===== config.mk =====
export PLATFORM = sky130hd
export DESIGN_NAME = uart_tx_ser
export DESIGN_NICKNAME = d
export VERILOG_FILES = /design/src/rtl/uart_pkg.sv /design/src/rtl/uart_baud_cnt.sv /design/src/rtl/uart_tx_ser.sv
export SDC_FILE = /design/constraint.sdc
export NUM_CORES = 1
export LEC_CHECK = 0
export CORE_MARGIN = 1
export CORE_UTILIZATION = 53
export DETAILED_ROUTE_END_ITERATION = 10
export PLACE_DENSITY = 0.88
export SYNTH_ARGS = -nofsm -noshare
export SYNTH_HDL_FRONTEND = slang
export SYNTH_SLANG_ARGS = --single-unit
export TNS_END_PERCENT = 5

===== constraint.sdc =====
create_clock -name i_sys_clk -period 2.8 [get_ports i_sys_clk]
set_input_delay 0.42 -clock i_sys_clk [delete_from_list [all_inputs] [get_ports i_sys_clk]]
set_output_delay 0.42 -clock i_sys_clk [all_outputs]
set_load 0.02 [all_outputs]

===== src/rtl/uart_pkg.sv =====
// Shared UART definitions: bit-period divisor table, parity modes and TX state encoding.
package uart_pkg;

  localparam int unsigned DIV_W = 15;

  localparam int unsigned PAR_NONE = 0;
  localparam int unsigned PAR_ODD  = 1;
  localparam int unsigned PAR_EVEN = 2;

  typedef enum logic [2:0] {
    TX_IDLE,
    TX_RD,
    TX_LOAD,
    TX_START,
    TX_DATA,
    TX_PARITY,
    TX_STOP
  } tx_state_e;

  // Clock cycles per bit, round(fclk/baud); set_clk_freq=1 selects 50 MHz, 0 selects 25 MHz.
  function automatic logic [DIV_W-1:0] bps_div(input logic [2:0] set_bps,
                                               input logic       set_clk_freq);
    logic [DIV_W-1:0] div;
    div = DIV_W'(217);
    if (set_clk_freq) begin
      case (set_bps)
        3'd0:    div = DIV_W'(20833);
        3'd1:    div = DIV_W'(10417);
        3'd2:    div = DIV_W'(5208);
        3'd3:    div = DIV_W'(2604);
        3'd4:    div = DIV_W'(1302);
        3'd5:    div = DIV_W'(868);
        3'd6:    div = DIV_W'(434);
        default: div = DIV_W'(217);
      endcase
    end else begin
      case (set_bps)
        3'd0:    div = DIV_W'(10417);
        3'd1:    div = DIV_W'(5208);
        3'd2:    div = DIV_W'(2604);
        3'd3:    div = DIV_W'(1302);
        3'd4:    div = DIV_W'(651);
        3'd5:    div = DIV_W'(434);
        3'd6:    div = DIV_W'(217);
        default: div = DIV_W'(109);
      endcase
    end
    return div;
  endfunction

endpackage


===== src/rtl/uart_baud_cnt.sv =====
// Bit-period counter: i_clr latches a new divisor and restarts the count; o_bit_tick
// is high during the last cycle of every bit period (count == div-1).
module uart_baud_cnt
  import uart_pkg::*;
(
  input  logic             clk,
  input  logic             rst_n,
  input  logic             i_clr,
  input  logic [DIV_W-1:0] i_div,
  output logic             o_bit_tick
);

  logic [DIV_W-1:0] div_q, div_d;
  logic [DIV_W-1:0] cnt_q, cnt_d;
  logic             tick_q, tick_d;

  // Tick is registered from the next count so it lines up with cnt_q == div_q-1.
  always_comb begin
    div_d = div_q;
    cnt_d = cnt_q;
    if (i_clr) begin
      div_d = i_div;
      cnt_d = '0;
    end else if (tick_q) begin
      cnt_d = '0;
    end else begin
      cnt_d = cnt_q + DIV_W'(1);
    end
    tick_d = (cnt_d == (div_d - DIV_W'(1)));
  end

  always_ff @(posedge clk) begin
    if (!rst_n) begin
      div_q  <= '0;
      cnt_q  <= '0;
      tick_q <= 1'b0;
    end else begin
      div_q  <= div_d;
      cnt_q  <= cnt_d;
      tick_q <= tick_d;
    end
  end

  assign o_bit_tick = tick_q;

endmodule


===== src/rtl/uart_tx_ser.sv =====
// UART transmit serializer: pops one byte per frame from the TX FIFO and sends it
// LSB first as start / data / optional parity / stop bits on o_tx.
module uart_tx_ser
  import uart_pkg::*;
#(
  parameter int unsigned DATA_WIDTH = 8,
  parameter int unsigned PARITY     = PAR_NONE,
  parameter int unsigned STOP_BITS  = 1
) (
  input  logic                  i_sys_clk,
  input  logic                  i_sys_rst_n,
  input  logic                  i_tx_en,
  input  logic [2:0]            set_bps,
  input  logic                  set_clk_freq,
  input  logic                  i_fifo_empty,
  input  logic [DATA_WIDTH-1:0] i_fifo_rdata,
  output logic                  o_fifo_rden,
  output logic                  o_tx,
  output logic                  o_busy,
  output logic                  o_byte_done,
  output logic                  o_finsh_flag
);

  localparam int unsigned     IDX_W     = (DATA_WIDTH > 1) ? $clog2(DATA_WIDTH) : 1;
  localparam logic [IDX_W-1:0] LAST_IDX = IDX_W'(DATA_WIDTH - 1);
  localparam logic             LAST_STOP = 1'(STOP_BITS - 1);

  tx_state_e state_q, state_d;

  logic [DATA_WIDTH-1:0] shift_q, shift_d;
  logic [IDX_W-1:0]      bit_idx_q, bit_idx_d;
  logic                  stop_idx_q, stop_idx_d;
  logic                  par_q, par_d;

  logic tx_q, tx_d;
  logic rden_q, rden_d;
  logic busy_q, busy_d;
  logic done_q, done_d;
  logic fin_q, fin_d;

  logic             bit_tick;
  logic             baud_clr;
  logic [DIV_W-1:0] div_sel;

  assign baud_clr = (state_q == TX_LOAD);
  assign div_sel  = bps_div(set_bps, set_clk_freq);

  uart_baud_cnt u_baud_cnt (
    .clk        (i_sys_clk),
    .rst_n      (i_sys_rst_n),
    .i_clr      (baud_clr),
    .i_div      (div_sel),
    .o_bit_tick (bit_tick)
  );

  always_ff @(posedge i_sys_clk) begin
    if (!i_sys_rst_n) begin
      state_q <= TX_IDLE;
    end else begin
      state_q <= state_d;
    end
  end

  always_comb begin
    state_d = state_q;
    case (state_q)
      TX_IDLE:   if (i_tx_en && !i_fifo_empty) state_d = TX_RD;
      TX_RD:     state_d = TX_LOAD;
      TX_LOAD:   state_d = TX_START;
      TX_START:  if (bit_tick) state_d = TX_DATA;
      TX_DATA: begin
        if (bit_tick && (bit_idx_q == LAST_IDX)) begin
          state_d = (PARITY != PAR_NONE) ? TX_PARITY : TX_STOP;
        end
      end
      TX_PARITY: if (bit_tick) state_d = TX_STOP;
      TX_STOP:   if (bit_tick && (stop_idx_q == LAST_STOP)) state_d = TX_IDLE;
      default:   state_d = TX_IDLE;
    endcase
  end

  // Shift register, bit/stop indices and parity; the FIFO word is valid during LOAD.
  always_comb begin
    shift_d    = shift_q;
    bit_idx_d  = bit_idx_q;
    stop_idx_d = stop_idx_q;
    par_d      = par_q;
    case (state_q)
      TX_LOAD: begin
        shift_d    = i_fifo_rdata;
        bit_idx_d  = '0;
        stop_idx_d = 1'b0;
        par_d      = (PARITY == PAR_ODD) ? ~(^i_fifo_rdata) : (^i_fifo_rdata);
      end
      TX_DATA: begin
        if (bit_tick) begin
          shift_d   = shift_q >> 1;
          bit_idx_d = bit_idx_q + IDX_W'(1);
        end
      end
      TX_STOP: begin
        if (bit_tick) stop_idx_d = stop_idx_q + 1'b1;
      end
      default: ;
    endcase
  end

  // Outputs are registered from the next state so they align with state_q.
  always_comb begin
    tx_d   = 1'b1;
    rden_d = 1'b0;
    busy_d = (state_d != TX_IDLE);
    done_d = 1'b0;
    fin_d  = 1'b0;
    case (state_d)
      TX_START:  tx_d = 1'b0;
      TX_DATA:   tx_d = shift_d[0];
      TX_PARITY: tx_d = par_d;
      default:   tx_d = 1'b1;
    endcase
    if ((state_q == TX_IDLE) && (state_d == TX_RD)) rden_d = 1'b1;
    if ((state_q == TX_STOP) && (state_d == TX_IDLE)) begin
      done_d = 1'b1;
      fin_d  = i_fifo_empty;
    end
  end

  always_ff @(posedge i_sys_clk) begin
    if (!i_sys_rst_n) begin
      shift_q    <= '0;
      bit_idx_q  <= '0;
      stop_idx_q <= 1'b0;
      par_q      <= 1'b0;
      tx_q       <= 1'b1;
      rden_q     <= 1'b0;
      busy_q     <= 1'b0;
      done_q     <= 1'b0;
      fin_q      <= 1'b0;
    end else begin
      shift_q    <= shift_d;
      bit_idx_q  <= bit_idx_d;
      stop_idx_q <= stop_idx_d;
      par_q      <= par_d;
      tx_q       <= tx_d;
      rden_q     <= rden_d;
      busy_q     <= busy_d;
      done_q     <= done_d;
      fin_q      <= fin_d;
    end
  end

  assign o_tx         = tx_q;
  assign o_fifo_rden  = rden_q;
  assign o_busy       = busy_q;
  assign o_byte_done  = done_q;
  assign o_finsh_flag = fin_q;

endmodule

Yosys cells after proc, flatten, opt, wreduce, memory -nomap -nowiden:

Cells that the tools add are included.

* muxes and demuxes: 22
* $add $sub $neg: 4
* equal/unequal tests: 20
* reductions and logical operators: 16
* bitwise gates (word level): 1

Operator list (count)
* $pmux 15 s7: 1
* $pmux 14 s7: 1
* $mux 15: 4
* $eq 3x3->1 const B: 9
* $pmux 3 s7: 1
* $mux 3: 6
* $pmux 8 s2: 1
* $add 15x1->15 const B: 1
* $eq 15x15->1: 1
* $eq 3x2->1 const B: 5
* $sub 15x1->15 const B: 1
* $eq 3x1->1 const B: 3
* $logic_not 3->1: 3
* $mux 8: 1
* $reduce_xor 8->1: 1
* $pmux 3 s2: 1
* $reduce_and 2->1: 3
* $logic_and 1x1->1: 5
* $mux 1: 4
* $ne 2x1->1 const B: 2
* $reduce_bool 2->1: 2
* $add 3x1->3 const B: 1
* $pmux 1 s3: 1
* $reduce_bool 3->1: 1
* other kinds (4): 4

* word-level logic and storage cells: 77
* flip-flop bits (word level): 52
* input bits: 16
* output and inout bits: 5

Logic depth before layout (Yosys ltp):

* depth after elaboration: 7
* depth in mapped cells: 15
* gate-level depth less buffers: 12

Cells and area by module:

Synthesis repeated with hierarchy kept, for this count alone.

* cells, all modules: 402
* area, all modules: 3325.7 um2

By module, submodules not included
* uart_baud_cnt: sequential area each 620.6 um2, instances 1, area an instance 1974.4 um2, cells an instance 229
* uart_tx_ser: sequential area each 420.4 um2, instances 1, area an instance 1351.3 um2, cells an instance 173

Least setup slack after synthesis:

OpenSTA, ideal clock, no wires.

* path type: register to register
* start: register state_q[2]
* end: register u_baud_cnt.tick_q (netlist: u_baud_cnt.o_bit_tick)
* data required time: 2.671 ns
* arrival time: 2.798 ns
* library setup time: 0.129 ns
* clock period less this slack: 2.927 ns
* slack: -0.127 ns
* cell stages (with the launch flop): 16
* path buffers: 3
* path through: dfxtp_1 > buf_6 > or3b_1 > buf_6 > buf_6 > nand2_1 > o31a_4 > ha_1 > o21ai_0 > a31oi_1 > nand2_1 > nor4b_2 > mux2i_1 > nor2_1 > a31oi_1 > nor4_2

* longest elaborated chain between the ends: 4
* elaborated cells between the ends (all ways): 5
* classes of those cells: 1 x add/sub; 2 x eq/ne; 2 x mux

RTL lines
* start: declaration: RTL line uart_tx_ser.sv:28 `tx_state_e state_q, state_d;`
* start signal: assignment: RTL line uart_tx_ser.sv:60 `state_q <= state_d;`
* $eq 3x2->1 *: RTL line uart_tx_ser.sv:45 `assign baud_clr = (state_q == TX_LOAD);`
* $mux 15: RTL line uart_baud_cnt.sv:21 `if (i_clr) begin`
* $sub 15x1->15: RTL line uart_baud_cnt.sv:29 `tick_d = (cnt_d == (div_d - DIV_W'(1)));`
* $eq 15x15->1 *: RTL line uart_baud_cnt.sv:29
* end signal: assignment: RTL line uart_baud_cnt.sv:40 `tick_q <= tick_d;`
* end: declaration: RTL line uart_baud_cnt.sv:15 `logic tick_q, tick_d;`

Every way passes the cells marked *; elsewhere a longest branch is shown, timed or not.
A chain may end at the register's enable or synchronous reset.

Worst setup path after layout:

* start: input port set_bps[1]
* end: register u_baud_cnt.tick_q (netlist: u_baud_cnt.o_bit_tick)

* longest elaborated chain between the ends: 6
* elaborated cells between the ends (all ways): 13
* classes of those cells: 1 x add/sub; 7 x eq/ne; 4 x mux; 1 x reduce/logical

RTL lines
* start: declaration: RTL line uart_tx_ser.sv:13 `input logic [2:0] set_bps,`
* $eq 3x3->1 (tied with other cells): RTL line uart_pkg.sv:26, uart_pkg.sv:37
* $pmux 14 s7 or $pmux 15 s7 (tied branches): RTL line uart_pkg.sv:37, uart_pkg.sv:26
* $mux 15 *: RTL line uart_pkg.sv:25 `if (set_clk_freq) begin`
* $mux 15 *: RTL line uart_baud_cnt.sv:21
* $sub 15x1->15 *: RTL line uart_baud_cnt.sv:29
* $eq 15x15->1 *: RTL line uart_baud_cnt.sv:29

Marked as above.

==> impl_summary.txt <==
----------------------------------------------------
[Status]
  Status ... complete, no violations

[Floorplan]
  Die H ... 79.0 µm
  Area enclosed by the die boundary ... 0.00625 mm²
  Standard-cell row count ... 27
  Starting utilization of the core area ... 56.1%
  Boundary pin count ... 21
  Total core area ... 0.00561 mm²
  Die span in x ... 79.0 µm

[Synthesis]
  Number of distinct standard cells referenced by the synthesized netlist ... 63
  Netlist area before placement ... 0.00315 mm²
  Average footprint of a synthesized cell ... 8.41 µm²
  Number of synthesized register bits ... 52
  Dominant synthesized flop cell ... dfxtp_1
  Number of enable-type register cells in the synthesized netlist ... 0
  Syn nets ... 394
  Portion of the post-synthesis area used by sequential elements ... 33.1%
  FFs w/ async S/R, synth ... 0%
  Total of warnings raised by yosys ... 0
  Count of mapped cells out of synthesis ... 374

[Clock network]
  Clock tree root buffer cell ... clkbuf_8
  TritonCTS clock tree ... built
  Cts bufs inserted ... 5
  Clock transition at path regs ... 0.11 ns
  Deepest clock path buffer count ... 2
  TritonCTS sink count ... 52
  H-tree depth ... 2
  Clock Latency Late Sink ... 0.32 ns

[Timing]
  Tightest hold margin ... 0.505 ns
  Post-route clock period utilization ... 98.1%
  Number of hold-slack violations in the final timing report ... 0
  Minimum clock period after layout ... 2.75 ns
  Highest Clock Rate ... 0.364 GHz
  Slew at the pin with the worst max-slew slack ... 0.822 ns
  Max-slew violation total from the final report ... 0
  Worst setup margin ... 0.0527 ns
  Final clock skew ... 0.0109 ns
  Setup Viol. Count Final ... 0
  Slew HR ... 45.1%

[Power]
  Power density over cell area ... 547 mW/mm²
  Comb power frac ... 41.2%
  Sum of internal, switching and leakage power ... 2.16 mW
  Switching component of the power ... 0.784 mW
  Share of total power consumed by net switching ... 36.2%
  Total internal power ... 1.38 mW
  Sequential share of power ... 37.0%
  Proportion of power drawn by the clock network ... 21.8%
  Peak ir drop on the vdd network ... 0.448 mV
  Leak Pwr ... 1.57 nW

[Routing]
  DRC violations left ... 0
  Per-cell routed wire length ... 17.2 µm
  Via count ... 3,149
  Mean number of vias per cell ... 6.22
  First DRT Iteration DRCs ... 320
  Remaining antenna violation count after routing ... 0
  Number of search-and-repair iterations in the first detailed-routing pass ... 6
  Routed Wire Length ... 8.68 mm

[Worst setup path]
  WS Path Type ... input pin to flip-flop
  Critical Path Fanout Max ... 13
  Launching point of the worst reg2reg path ... state_q[2]
  CP endpoint kind ... flip-flop
  Data required time at the worst endpoint ... 3.05 ns
  Worst setup SP type ... input pin
  Arrival time at the worst endpoint ... 2.99 ns
  Startpoint of the most critical setup path ... set_bps[1]

[Global routing]
  Total global routing track utilization ... 27.2%
  Initial antenna violation count ... 0
  Number of global-route vias before repair ... 2,956
  Total grt overflow ... 0
  Largest net degree at the start of global routing ... 38
  Global-route wire length before repair ... 13.3 mm

[Cells and area]
  Most used cells in the layout excluding fill and tap cells ... 60 x nor2_1, 51 x dfxtp_1, 47 x buf_4
  Diode insertion count for antenna repair ... 0
  Area of the multi-input gates ... 0.00207 mm²
  Final-layout fill cell count ... 413
  Area overhead of the layout relative to synthesis ... 25.7%
  Final core utilization ... 70.5%
  Layout cells sized above 1 ... 23.0%
  Register cell area after layout ... 0.00104 mm²
  Final instance area ... 0.00396 mm²
  Commonest non-fill, non-tap cell in the layout ... nor2_1
  Nets ... 453

[Place]
  Port buffer count ... 20
  Placement Setup Slack ... -0.320 ns
  Final Wtd Congestion ... 0.905
  Detailed placement HPWL ... 5.87 mm
  Instance area after placement ... 0.00372 mm²

[Min path]
  Min-delay worst type ... flip-flop to flip-flop
  Hold wc startpoint ... par_q

[Flow run]
  Max-cap violations ... 0

----------------------------------------------------
==> metal layers <==
metal,wire [µm],vias to the layer above,global-route usage [%]
li1,-,1453,-
met1,3550,1515,34.0
met2,4330,152,46.4
met3,531,29,3.79
met4,274,0,12.0
met5,0,-,0
==> critical path, cell delays in order <==
cell,delay [ns]
clkdlybuf4s50_1,0.49
buf_4,0.23
nor2b_2,0.19
o21ai_0,0.16
a32oi_2,0.31
nand4b_2,0.21
nor3_2,0.23
xnor2_1,0.10
a211oi_2,0.23
o211ai_1,0.15
nor4_2,0.25
==> cell type report <==
type / instances / area share, %
sequential: 52 / 26.4
timing repair buffer: 72 / 15.6
multi-input combinational: 292 / 52.4
clock buffer: 5 / 1.74
inverter: 10 / 0.949
clock inverter: 3 / 0.664
tap: 72 / 2.28
==> path summary, 6_finish.rpt <==
path                      endpoint  slack (ns)  cells after the start
max          u_baud_cnt.o_bit_tick        0.05                     11
min                          par_q        0.51                      2
max reg2reg  u_baud_cnt.o_bit_tick        0.07                     12
min reg2reg                  par_q        0.51                      2
==> cells by family after synthesis <==
group | after synthesis | synth area share (%)
buf+inv | 30 | 4.61
compound gates | 79 | 20.2
fa+ha+maj | 4 | 1.59
xor+xnor | 37 | 10.3
simple gates | 163 | 27.3
mux | 9 | 2.86
flops | 52 | 33.1
==> sequential cells by signal (all words and copies together) (netlist names) <==
register               count
state_q                    3
o_busy                     1
o_tx                       1
o_byte_done                1
par_q                      1
bit_idx_q                  3
u_baud_cnt.div_q          15
u_baud_cnt.cnt_q          15
o_finsh_flag               1
o_fifo_rden                1
u_baud_cnt.o_bit_tick      1
shift_q                    8
stop_idx_q                 1
==> synth_stat cells, types with 9 or more instances <==
master    n  share of area, %
a21oi_1  18               2.9
dfxtp_1  52                33
inv_1     9               1.1
mux2i_1   9               2.9
nand2_1  21               2.5
nand3_1   9               1.4
nor2_1   64               7.6
nor3_1   12               1.9
o21ai_0  10               1.6
xnor2_1  26               7.2
xor2_1   11               3.1
==> power groups by stage <==
stage               combinational, mW  sequential [mW]  clock (mW)
floorplan                       0.524            0.822           0
global placement                0.750            0.814           0
detailed placement              0.780            0.817           0
CTS                             0.803            0.800       0.473
global route                    0.947            0.805       0.502
finish                          0.893            0.801       0.471
==> stage by stage <==
step                      std cells  setup TNS [ns]
after floorplan                 374               0
after global placement          495          -0.219
after detailed placement        495          -0.320
after CTS                       504               0
after global routing            506         -0.0449
final                           506               0
==> what timing repair did <==
action | in CTS | in global routing
setup buffers | 1 | 2
gates resized for setup | 4 | 26
hold buffers | 0 | 0
endpoints found under the setup margin | 1 | 1
pin swaps | 1 | 10
Power figures use the tool's default switching activity.
